$ cat config.mk
export PLATFORM = sky130hd
export DESIGN_NAME = sm_argmax
export DESIGN_NICKNAME = d
export VERILOG_FILES = /design/src/rtl/sm_argmax.sv
export SDC_FILE = /design/constraint.sdc
export NUM_CORES = 1
export LEC_CHECK = 0
export CORE_MARGIN = 2
export CORE_UTILIZATION = 55
export DETAILED_ROUTE_END_ITERATION = 8
export DONT_BUFFER_PORTS = 1
export GPL_ROUTABILITY_DRIVEN = 0
export PLACE_DENSITY = 0.73
export SLEW_MARGIN = 25
export SYNTH_ARGS = -nofsm -noshare
export SYNTH_HDL_FRONTEND = slang
export SYNTH_SLANG_ARGS = --single-unit
$ cat constraint.sdc
create_clock -name clk -period 1.6 [get_ports clk]
set_input_delay 0.32 -clock clk [delete_from_list [all_inputs] [get_ports clk]]
set_output_delay 0.32 -clock clk [all_outputs]
set_load 0.05 [all_outputs]
$ cat src/rtl/sm_argmax.sv
// Argmax over CLASS_COUNT activations: serial fetch, 1-cycle read latency, done held until reset.
// Optional SM_ARGMAX_MARGIN_EN adds second_val/margin outputs (runner-up value and best-minus-runner-up).
module sm_argmax #(
  parameter  int DATA_WIDTH    = 8,
  parameter  int ADDR_WIDTH    = 16,
  parameter  int ADDR_BASE_OUT = 0,
  parameter  int CLASS_COUNT   = 10,
  localparam int IDX_WIDTH     = $clog2(CLASS_COUNT)
) (
  input  logic                  clk,
  input  logic                  rst_n,
  input  logic                  start,
  input  logic                  reset,
  output logic                  done,
  output logic                  busy,
  output logic [ADDR_WIDTH-1:0] mem_addr,
  input  logic [DATA_WIDTH-1:0] mem_rd_data,
  output logic [IDX_WIDTH-1:0]  class_idx,
  output logic [DATA_WIDTH-1:0] class_val
`ifdef SM_ARGMAX_MARGIN_EN
  ,
  output logic [DATA_WIDTH-1:0] second_val,
  output logic [DATA_WIDTH-1:0] margin
`endif
);

  typedef enum logic [1:0] {S_IDLE, S_FETCH, S_DRAIN, S_DONE} state_t;

  localparam logic [IDX_WIDTH-1:0]  LAST_IDX = IDX_WIDTH'(CLASS_COUNT - 1);
  localparam logic [ADDR_WIDTH-1:0] BASE     = ADDR_WIDTH'(ADDR_BASE_OUT);

  state_t                state, state_nxt;
  logic [IDX_WIDTH-1:0]  rd_idx;
  logic                  cmp_v;
  logic [IDX_WIDTH-1:0]  cmp_idx;
  logic                  accept, load_first, new_best;
  logic [DATA_WIDTH-1:0] val_nxt;

  always_ff @(posedge clk or negedge rst_n) begin
    if (!rst_n) state <= S_IDLE;
    else        state <= state_nxt;
  end

  always_comb begin
    state_nxt = state;
    mem_addr  = '0;
    busy      = 1'b0;
    done      = 1'b0;
    case (state)
      S_IDLE:  if (start) state_nxt = S_FETCH;
      S_FETCH: begin
        busy     = 1'b1;
        mem_addr = BASE + ADDR_WIDTH'(rd_idx);
        if (rd_idx == LAST_IDX) state_nxt = S_DRAIN;
      end
      S_DRAIN: begin
        busy      = 1'b1;
        state_nxt = S_DONE;
      end
      S_DONE: begin
        done = 1'b1;
        if (reset) state_nxt = S_IDLE;
      end
      default: state_nxt = S_IDLE;
    endcase
  end

  // The first word of a scan seeds the best unconditionally; later words need a strict win,
  // so on ties the lowest index survives.
  assign accept     = (state == S_IDLE) && start;
  assign load_first = cmp_v && (cmp_idx == '0);
  assign new_best   = cmp_v && (load_first || (mem_rd_data > class_val));

  always_comb begin
    val_nxt = class_val;
    if (accept)        val_nxt = '0;
    else if (new_best) val_nxt = mem_rd_data;
  end

  always_ff @(posedge clk or negedge rst_n) begin
    if (!rst_n) begin
      rd_idx    <= '0;
      cmp_v     <= 1'b0;
      cmp_idx   <= '0;
      class_idx <= '0;
      class_val <= '0;
    end else begin
      if (accept)                  rd_idx <= '0;
      else if (state == S_FETCH)   rd_idx <= (rd_idx == LAST_IDX) ? '0 : rd_idx + 1'b1;
      cmp_v   <= (state == S_FETCH);
      cmp_idx <= rd_idx;
      if (accept)        class_idx <= '0;
      else if (new_best) class_idx <= cmp_idx;
      class_val <= val_nxt;
    end
  end

`ifdef SM_ARGMAX_MARGIN_EN
  logic [DATA_WIDTH-1:0] sec_nxt;

  // A dethroned best becomes the runner-up; an equal-to-best word makes the margin zero.
  always_comb begin
    sec_nxt = second_val;
    if (accept) begin
      sec_nxt = '0;
    end else if (cmp_v && !load_first) begin
      if (new_best)
        sec_nxt = class_val;
      else if ((mem_rd_data > second_val) || (mem_rd_data == class_val))
        sec_nxt = mem_rd_data;
    end
  end

  always_ff @(posedge clk or negedge rst_n) begin
    if (!rst_n) begin
      second_val <= '0;
      margin     <= '0;
    end else begin
      second_val <= sec_nxt;
      margin     <= val_nxt - sec_nxt;
    end
  end
`endif

endmodule

# Word level (Yosys, flattened, before mapping)
# Index checks and enable logic that the tools add are counted.
[word_totals] register_bits=23
[classes] reduce_logical=10 n_addsub=1 magnitude_cmp=1 eq_ne=7 mux=14
[op_table] cell="$mux W4" count=6
[op_table] cell="$mux W8" count=2
[op_table] cell="$gt A8 B8 Y1" count=1
[op_table] cell="$pmux W2 S4" count=1
[op_table] cell="$mux W2" count=3
[op_table] cell="$add A4 B1 Y4 const B" count=1
[op_table] cell="$eq A2 B2 Y1 const B" count=2
[op_table] cell="$eq A4 B4 Y1 const B" count=1
[op_table] cell="$logic_not A4 Y1" count=1
[op_table] cell="$ne A2 B2 Y1 const B" count=2
[op_table] cell="$reduce_bool A2 Y1" count=2
[op_table] cell="$logic_and A1 B1 Y1" count=3
[op_table] cell="$reduce_and A3 Y1" count=1
[op_table] cell="$eq A2 B1 Y1 const B" count=1
[op_table] cell="$logic_not A2 Y1" count=1
[op_table] cell="$mux W1" count=2
[op_table] cell="$ne A2 B1 Y1 const B" count=1
[op_table] cell="$reduce_or A2 Y1" count=1
[op_table] cell="$logic_or A1 B1 Y1" count=1

# Depth between registers and ports, before layout
# Gate-level depths: netlist (run 1).
[depth] ltp_word=6 mapped_depth=8 depth_no_buf=7

# Worst setup path after synthesis (run 1)
# Ideal clock, no wire load.
[synth_path] path_kind="register to register" start="register class_val[1]" end="register class_idx[0]" arrival_ps=1923 path_stages_with_launch=9 path_buffers=1 path_slack_ps=-402 cell_sequence="dfrtp_1 -> inv_1 -> ha_1 -> nor2b_1 -> o211ai_1 -> a21o_1 -> a21oi_2 -> buf_6 -> mux2i_1"
[synth_between] elab_chain_len=4
[synth_rtl] element="from (decl)" line="19" text="output logic [DATA_WIDTH-1:0] class_val"
[synth_rtl] element="from (signal assigned)" line="94" text="class_val <= val_nxt;"
[synth_rtl] element="$gt A8 B8 Y1" line="72" text="assign new_best = cmp_v && (load_first || (mem_rd_data > class_val));"
[synth_rtl] element="$logic_or A1 B1 Y1" line="72"
[synth_rtl] element="$logic_and A1 B1 Y1" line="72"
[synth_rtl] element="$reduce_bool A2 Y1 (no line)"
[synth_rtl] element="to (signal assigned)" line="93" text="else if (new_best) class_idx <= cmp_idx;"
[synth_rtl] element="to (decl)" line="18" text="output logic [IDX_WIDTH-1:0] class_idx,"
# Every way passes these cells.
# A chain may end at the register's enable or synchronous reset.

# Worst setup path after layout (run 1)
[layout_path] start="register class_val[6]" end="register class_idx[1]"
# The elaborated chain is that of the path after synthesis.

==> results of run 1 <==
-- synthesized netlist by cell type --
master and instances:
o211ai_1 1, nand4_1 2, and3b_1 1, o221a_2 1
o22ai_1 1, a2111oi_2 1, buf_4 12, mux2i_1 12
o21ai_1 3, nor2b_1 1, a211oi_1 1, ha_1 15
o21ai_0 3, a21o_1 1, nor4_4 1, inv_1 13
conb_1 1, o31ai_1 1, dfrtp_1 23, a21oi_2 1
a21boi_0 1, buf_6 1, a31oi_1 1, clkbuf_1 2
nand2_1 29, and2_1 6, mux2_2 1, a21oi_1 3
nor2_1 2
-- registers in the layout, summed over array words and instances (netlist names) --
name and cells:
class_idx 4, class_val 8, rd_idx 4, cmp_v 1, cmp_idx 4, state 2
-- kinds of logic (layout without fill, tap and decap cells) --
group                      after synthesis  after routing
adders and majority gates               15             15
AOI/OAI and AO/OA                       19             19
muxes                                   13             13
and+or+nand+nor                         42             42
buffers and inverters                   28             40
DFF                                     23             23
other                                    1             12
-- through the flow --
step	util, %	setup slack (ns)	cells
after global placement	63.79	-0.04138	183
after global routing	72.48	-0.1761	194
final	72.48	-0.1090	194
after CTS	70.37	-0.1072	192
after floorplan	-	-0.2403	152
after detailed placement	63.79	-0.07892	183
-- layout make-up --
cell class / count / area (um2)
Tap cell: 30 / 37.54
Fill cell: 178 / 669.4
Inverter: 13 / 48.80
Timing Repair Buffer: 23 / 246.5
Clock inverter: 1 / 5.005
Sequential cell: 23 / 585.6
Clock buffer: 3 / 22.52
Multi-Input combinational cell: 101 / 817.0
-- how the worst min path moves through the flow --
stage,start,to,slack (ns)
4_1_cts,mem_rd_data[6],class_val[6],0.12
6_report,mem_rd_data[5],class_val[5],0.13
3_3_place_gp,rst_n,rd_idx[2],0.02
3_5_place_dp,rst_n,rd_idx[2],0.02
2_1_floorplan,rst_n,class_idx[0],0.02
5_1_grt,mem_rd_data[5],class_val[5],0.10
-- routing by layer --
layer,global-route usage (%),vias up,routed length [um],part of all wire (%)
li1,-,494,-,-
met4,7.083,0,17,0.62
met1,21.65,474,1094,40
met3,4.098,2,158,5.7
met2,33.13,32,1491,54
met5,0,-,0,0
-- power by group through the flow --
stage	Combinational [mW]	Clock (mW)	Sequential, mW
global placement	1.79	0	1.12
detailed placement	1.84	0	1.13
global route	2.41	0.310	1.16
floorplan	1.16	0	1.36
CTS	2.14	0.279	1.12
finish	2.24	0.274	1.14
-- worst max-delay path, cell delays in order, from the launching register on --
cell     delay, ns
dfrtp_2       0.40
inv_1         0.07
ha_4          0.27
nand4_1       0.14
a21o_1        0.20
a21oi_2       0.18
buf_6         0.16
mux2i_2       0.21
-- timing repair --
| item | CTS | global route |
|---|---|---|
| endpoints found under the hold margin | 23 | 23 |
| gates resized for setup | 19 | 8 |
| buffers inserted | 4 | 1 |
| hold buffers | 1 | 1 |
| pin swaps | 2 | 5 |
| setup endpoints to repair | 17 | 20 |
| gates cloned | 0 | 0 |
==> metrics.txt, run 1 <==
Final Cycle Share 106.8%; port bufs 0; Syn Inst Count 141; DR DRC count 0; mapped cell area between 0.001 and 0.0015 mm2; crit path max fanout 6; skew final 0.003258 ns; ANT nets after route 0; commonest non-fill, non-tap cell in the layout nand2_1; R2R Setup Slk -0.11 ns; Leak 0.8170 nW; vias 1002; switching pwr approximately 1.8 mW; Unique masters post-synth 29; Reg2Reg Capture Point class_idx[1]; clock share of power 7.5%; critical path class register to register; CTS H-tree depth 1; failing checks setup timing; Synth warnings 0; first-pass GRT wire length 3905 um; DRT Pass-1 Iters 4; Data arrival, critical path 1.95 ns; Core ar. 0.002432 mm2; area added between synthesis and finish 26.94%; largest net degree at the start of global routing 26; number of global-route vias before repair roughly 900; Ant. Diodes 0; row cnt 18; min Tclk post-route 1.709 ns; die footprint 0.002943 mm2; FMAX just under 0.6 GHz; Logic pwr share 61.3%; CTS clk-pin slew, worst paths 0.13 ns; FF+latch count, synth 23; setup slack after layout -0.1090 ns; initial antenna violation count 0; max_slew headroom around two thirds; Synth Area in Simple Gates 14.59%; vias per cell between 5 and 6; worst path required time roughly 1.8 ns; largest family of logic cells by synthesized area simple AND/OR/NAND/NOR gates; P per Cell Area ~2100 mW/mm2; Reg power frac 31.2%; Wirelength per Cell between 10 and 15 um; Die Span Y 54.25 um; CTS tree built; crit end category register; FF-to-FF Start class_val[6]; max cap viols 0; root buf cell clkbuf_4; most frequent cells in the layout 29 x nand2_1, 15 x dfrtp_1, 12 x conb_1, 12 x buf_4; post-synthesis xor/xnor area fraction 0%; io pins between 40 and 50; aggregate global routing overflow 0; drt total wl 2761 um; Final setup viols 16; Synth Area in Adders between 10% and 20%; Synth top area share 41.44%; Final #Nets ~190; post-synthesis sequential area ratio about 41%; unrepaired setup endpoints after global routing yes; Hold Path Class input pin to register; Detailed Route Iter0 Violations 12; Hold Vio Cnt, Final 0; Initial Util 57.10%; hpwl dp 1870 um; Post-Syn Area per Cell 9.850 um2; Worst Hold Path Cells 2; post-route cell area between 0.0015 and 0.002 mm2; Setup crit start kind register; Synth area leader dfrtp_1; Clock Sinks 23; Sw Ratio between 40% and 50%; Slew Viols, Final 0; Synth area leaders dfrtp_1 41%, ha_1 14%, mux2i_1 8.6%; setup TNS -1.119 ns; proportion of synthesized area in mux cells under 10%; status finished, violations left; Compound-Gate Fraction of Synth Area 9.369%; Clock Path Buffers 2; number of buffers created by CTS 3; Cell Int Power 1.866 mW; peak supply drop 1.734 mV; Overall Global Routing Usage 18.60%; slew of the pin with the lowest slew margin 0.5126 ns; clk_lat worst skew about 0.31 ns; total power 3.649 mW; critical path startpoint class_val[6]; die width between 50 and 60 um; Hold WS 0.1264 ns; Reg2Reg Depth 7; Placed Area 0.001551 mm2; CP endpoint class_idx[1]; layout cells sized above 1 between 30% and 40%
Note: power is estimated with default switching activity, not from simulation.
==> run 2, diff against run 1 <==
--- a/config.mk
+++ b/config.mk
@@ -10,7 +10,7 @@
 export DETAILED_ROUTE_END_ITERATION = 8
 export DONT_BUFFER_PORTS = 1
 export GPL_ROUTABILITY_DRIVEN = 0
-export PLACE_DENSITY = 0.73
+export PLACE_DENSITY_LB_ADDON = 0.25
 export SLEW_MARGIN = 25
 export SYNTH_ARGS = -nofsm -noshare
 export SYNTH_HDL_FRONTEND = slang
==> metrics.txt, run 2 (synthesis results as in run 1) <==
total power 3.664 mW; Hold Vio Cnt, Final 0; Final setup viols 16; ANT nets after route 0; P per Cell Area 2083 mW/mm2; Most flops, register class_val; number of buffers created by CTS 3; die footprint 0.002943 mm2; CTS H-tree depth 1; number of flip-flops in the largest register 8; unrepaired setup endpoints after global routing yes; failing checks setup timing; most frequent cells in the layout 29 x nand2_1, 15 x dfrtp_1, 12 x mux2i_1, 12 x conb_1, 12 x buf_4; FMAX 0.5751 GHz; skew final 0.009937 ns; commonest non-fill, non-tap cell in the layout nand2_1; vias ~1k; Hold Path Class input pin to register; drt total wl around 2700 um; CP cell instances inv_2 > ha_4 > nor2b_4 > o211ai_1 > a21o_1 > a21oi_4 > buf_6 > mux2i_1; Final #Nets 192; Data arrival, critical path between 1.5 and 2 ns; peak supply drop 2.050 mV; root buf cell clkbuf_4; status finished, violations left; Leak 0.8218 nW; CTS tree built; port bufs 0; Ant. Diodes 0; layout cells sized above 1 33.54%; clk_lat worst skew 0.31 ns; io pins 42; Final Cycle Share 108.7%; CP max stage delay 0.40 ns; Detailed Route Iter0 Violations 9; Initial Util 57.10%; critical path class register to register; crit path max fanout 6; min Tclk post-route between 1.5 and 2 ns; vias per cell 5.155; Setup crit start kind register; highest metal used met4; setup TNS -1.489 ns; met2 WL 1410 um; first-pass GRT wire length between 3000 and 4000 um; max cap viols 0; area added between synthesis and finish 26.67%; Clock Path Buffers 2; Overall Global Routing Usage a little under a fifth; number of global-route vias before repair 961; initial antenna violation count 0; Die Span Y 54.25 um; CTS clk-pin slew, worst paths 0.13 ns; DRT Pass-1 Iters 4; aggregate global routing overflow 0; die width 54.25 um; setup slack after layout -0.1388 ns; Slowest cell on crit path dfrtp_2; row cnt 18; Core ar. between 0.002 and 0.0025 mm2; worst path required time between 1.5 and 2 ns; Met1 Wirelength 1074 um; crit end category register; Clock Sinks 23; met3 wire len around 150 um; Slew Viols, Final 0; # fillers around 180; largest net degree at the start of global routing 26; hpwl dp 1795 um; Wirelength per Cell 13.75 um; DR DRC count 0
## run 2: power breakdown
| part | internal, mW | switching [mW] | total [mW] |
|---|---|---|---|
| Sequential | 0.814 | 0.316 | 1.13 |
| Clock | 0.0934 | 0.179 | 0.272 |
| Combinational | 0.971 | 1.29 | 2.26 |
## run 2: routing by layer
layer | global-route usage (%) | up-vias
met5 | 0 | -
met4 | 9.167 | 0
met3 | 3.279 | 6
met2 | 32.93 | 31
met1 | 20.53 | 469
li1 | - | 494
## run 2: worst max-delay path: cells and delay by family, from the launching register on
kind,cells,cell delay (ns)
compound gates,3,0.48
simple gates,1,0.14
flops,1,0.40
fa+ha+maj,1,0.25
buf+inv,2,0.21
mux,1,0.19
## run 2: layout make-up
class / count / area [um2] / share of cell area, %
clock buffer: 3 / 22.52 / 1.280
tap: 30 / 37.54 / 2.134
inverter: 13 / 48.80 / 2.774
clock inverter: 1 / 5.005 / 0.2845
timing repair buffer: 23 / 254.0 / 14.44
multi-input combinational: 101 / 805.8 / 45.80
sequential: 23 / 585.6 / 33.29
## run 2: repair_timing
action                                 4_1_cts  5_1_grt
cloned                                       0        0
setup buffers                                3        1
endpoints found under the hold margin       23       23
hold buffers                                 1        1
setup endpoints to repair                   17       20
gates resized for setup                     16       10
pin swaps                                    1        3
## run 2: worst paths after layout
| path | slack (ns) | from | depth (start not counted) | endpoint |
|---|---|---|---|---|
| worst max-delay path | -0.14 | class_val[1] | 8 | class_idx[2] |
| worst min-delay path | 0.12 | mem_rd_data[1] | 2 | class_val[1] |
| worst max register to register | -0.14 | class_val[1] | 8 | class_idx[2] |
| worst min register to register | 0.51 | rd_idx[1] | 0 | cmp_idx[1] |
| max in group asynchronous | 0.71 | rst_n | 2 | class_val[2] |
| min in group asynchronous | 0.52 | rst_n | 2 | rd_idx[3] |
## run 2: per-stage QoR
step	setup WS (ns)	hold slack [ns]	utilization [%]	area, um2	cells
finish	-0.1388	0.1159	72.33	1759	194
global route	-0.2239	0.1151	72.33	1759	194
CTS	-0.08278	0.1177	69.70	1695	192
detailed placement	-0.09371	0.02492	64.09	1559	184
global placement	-0.05654	0.02486	64.09	1559	184
floorplan	-0.2403	0.02441	-	1440	152
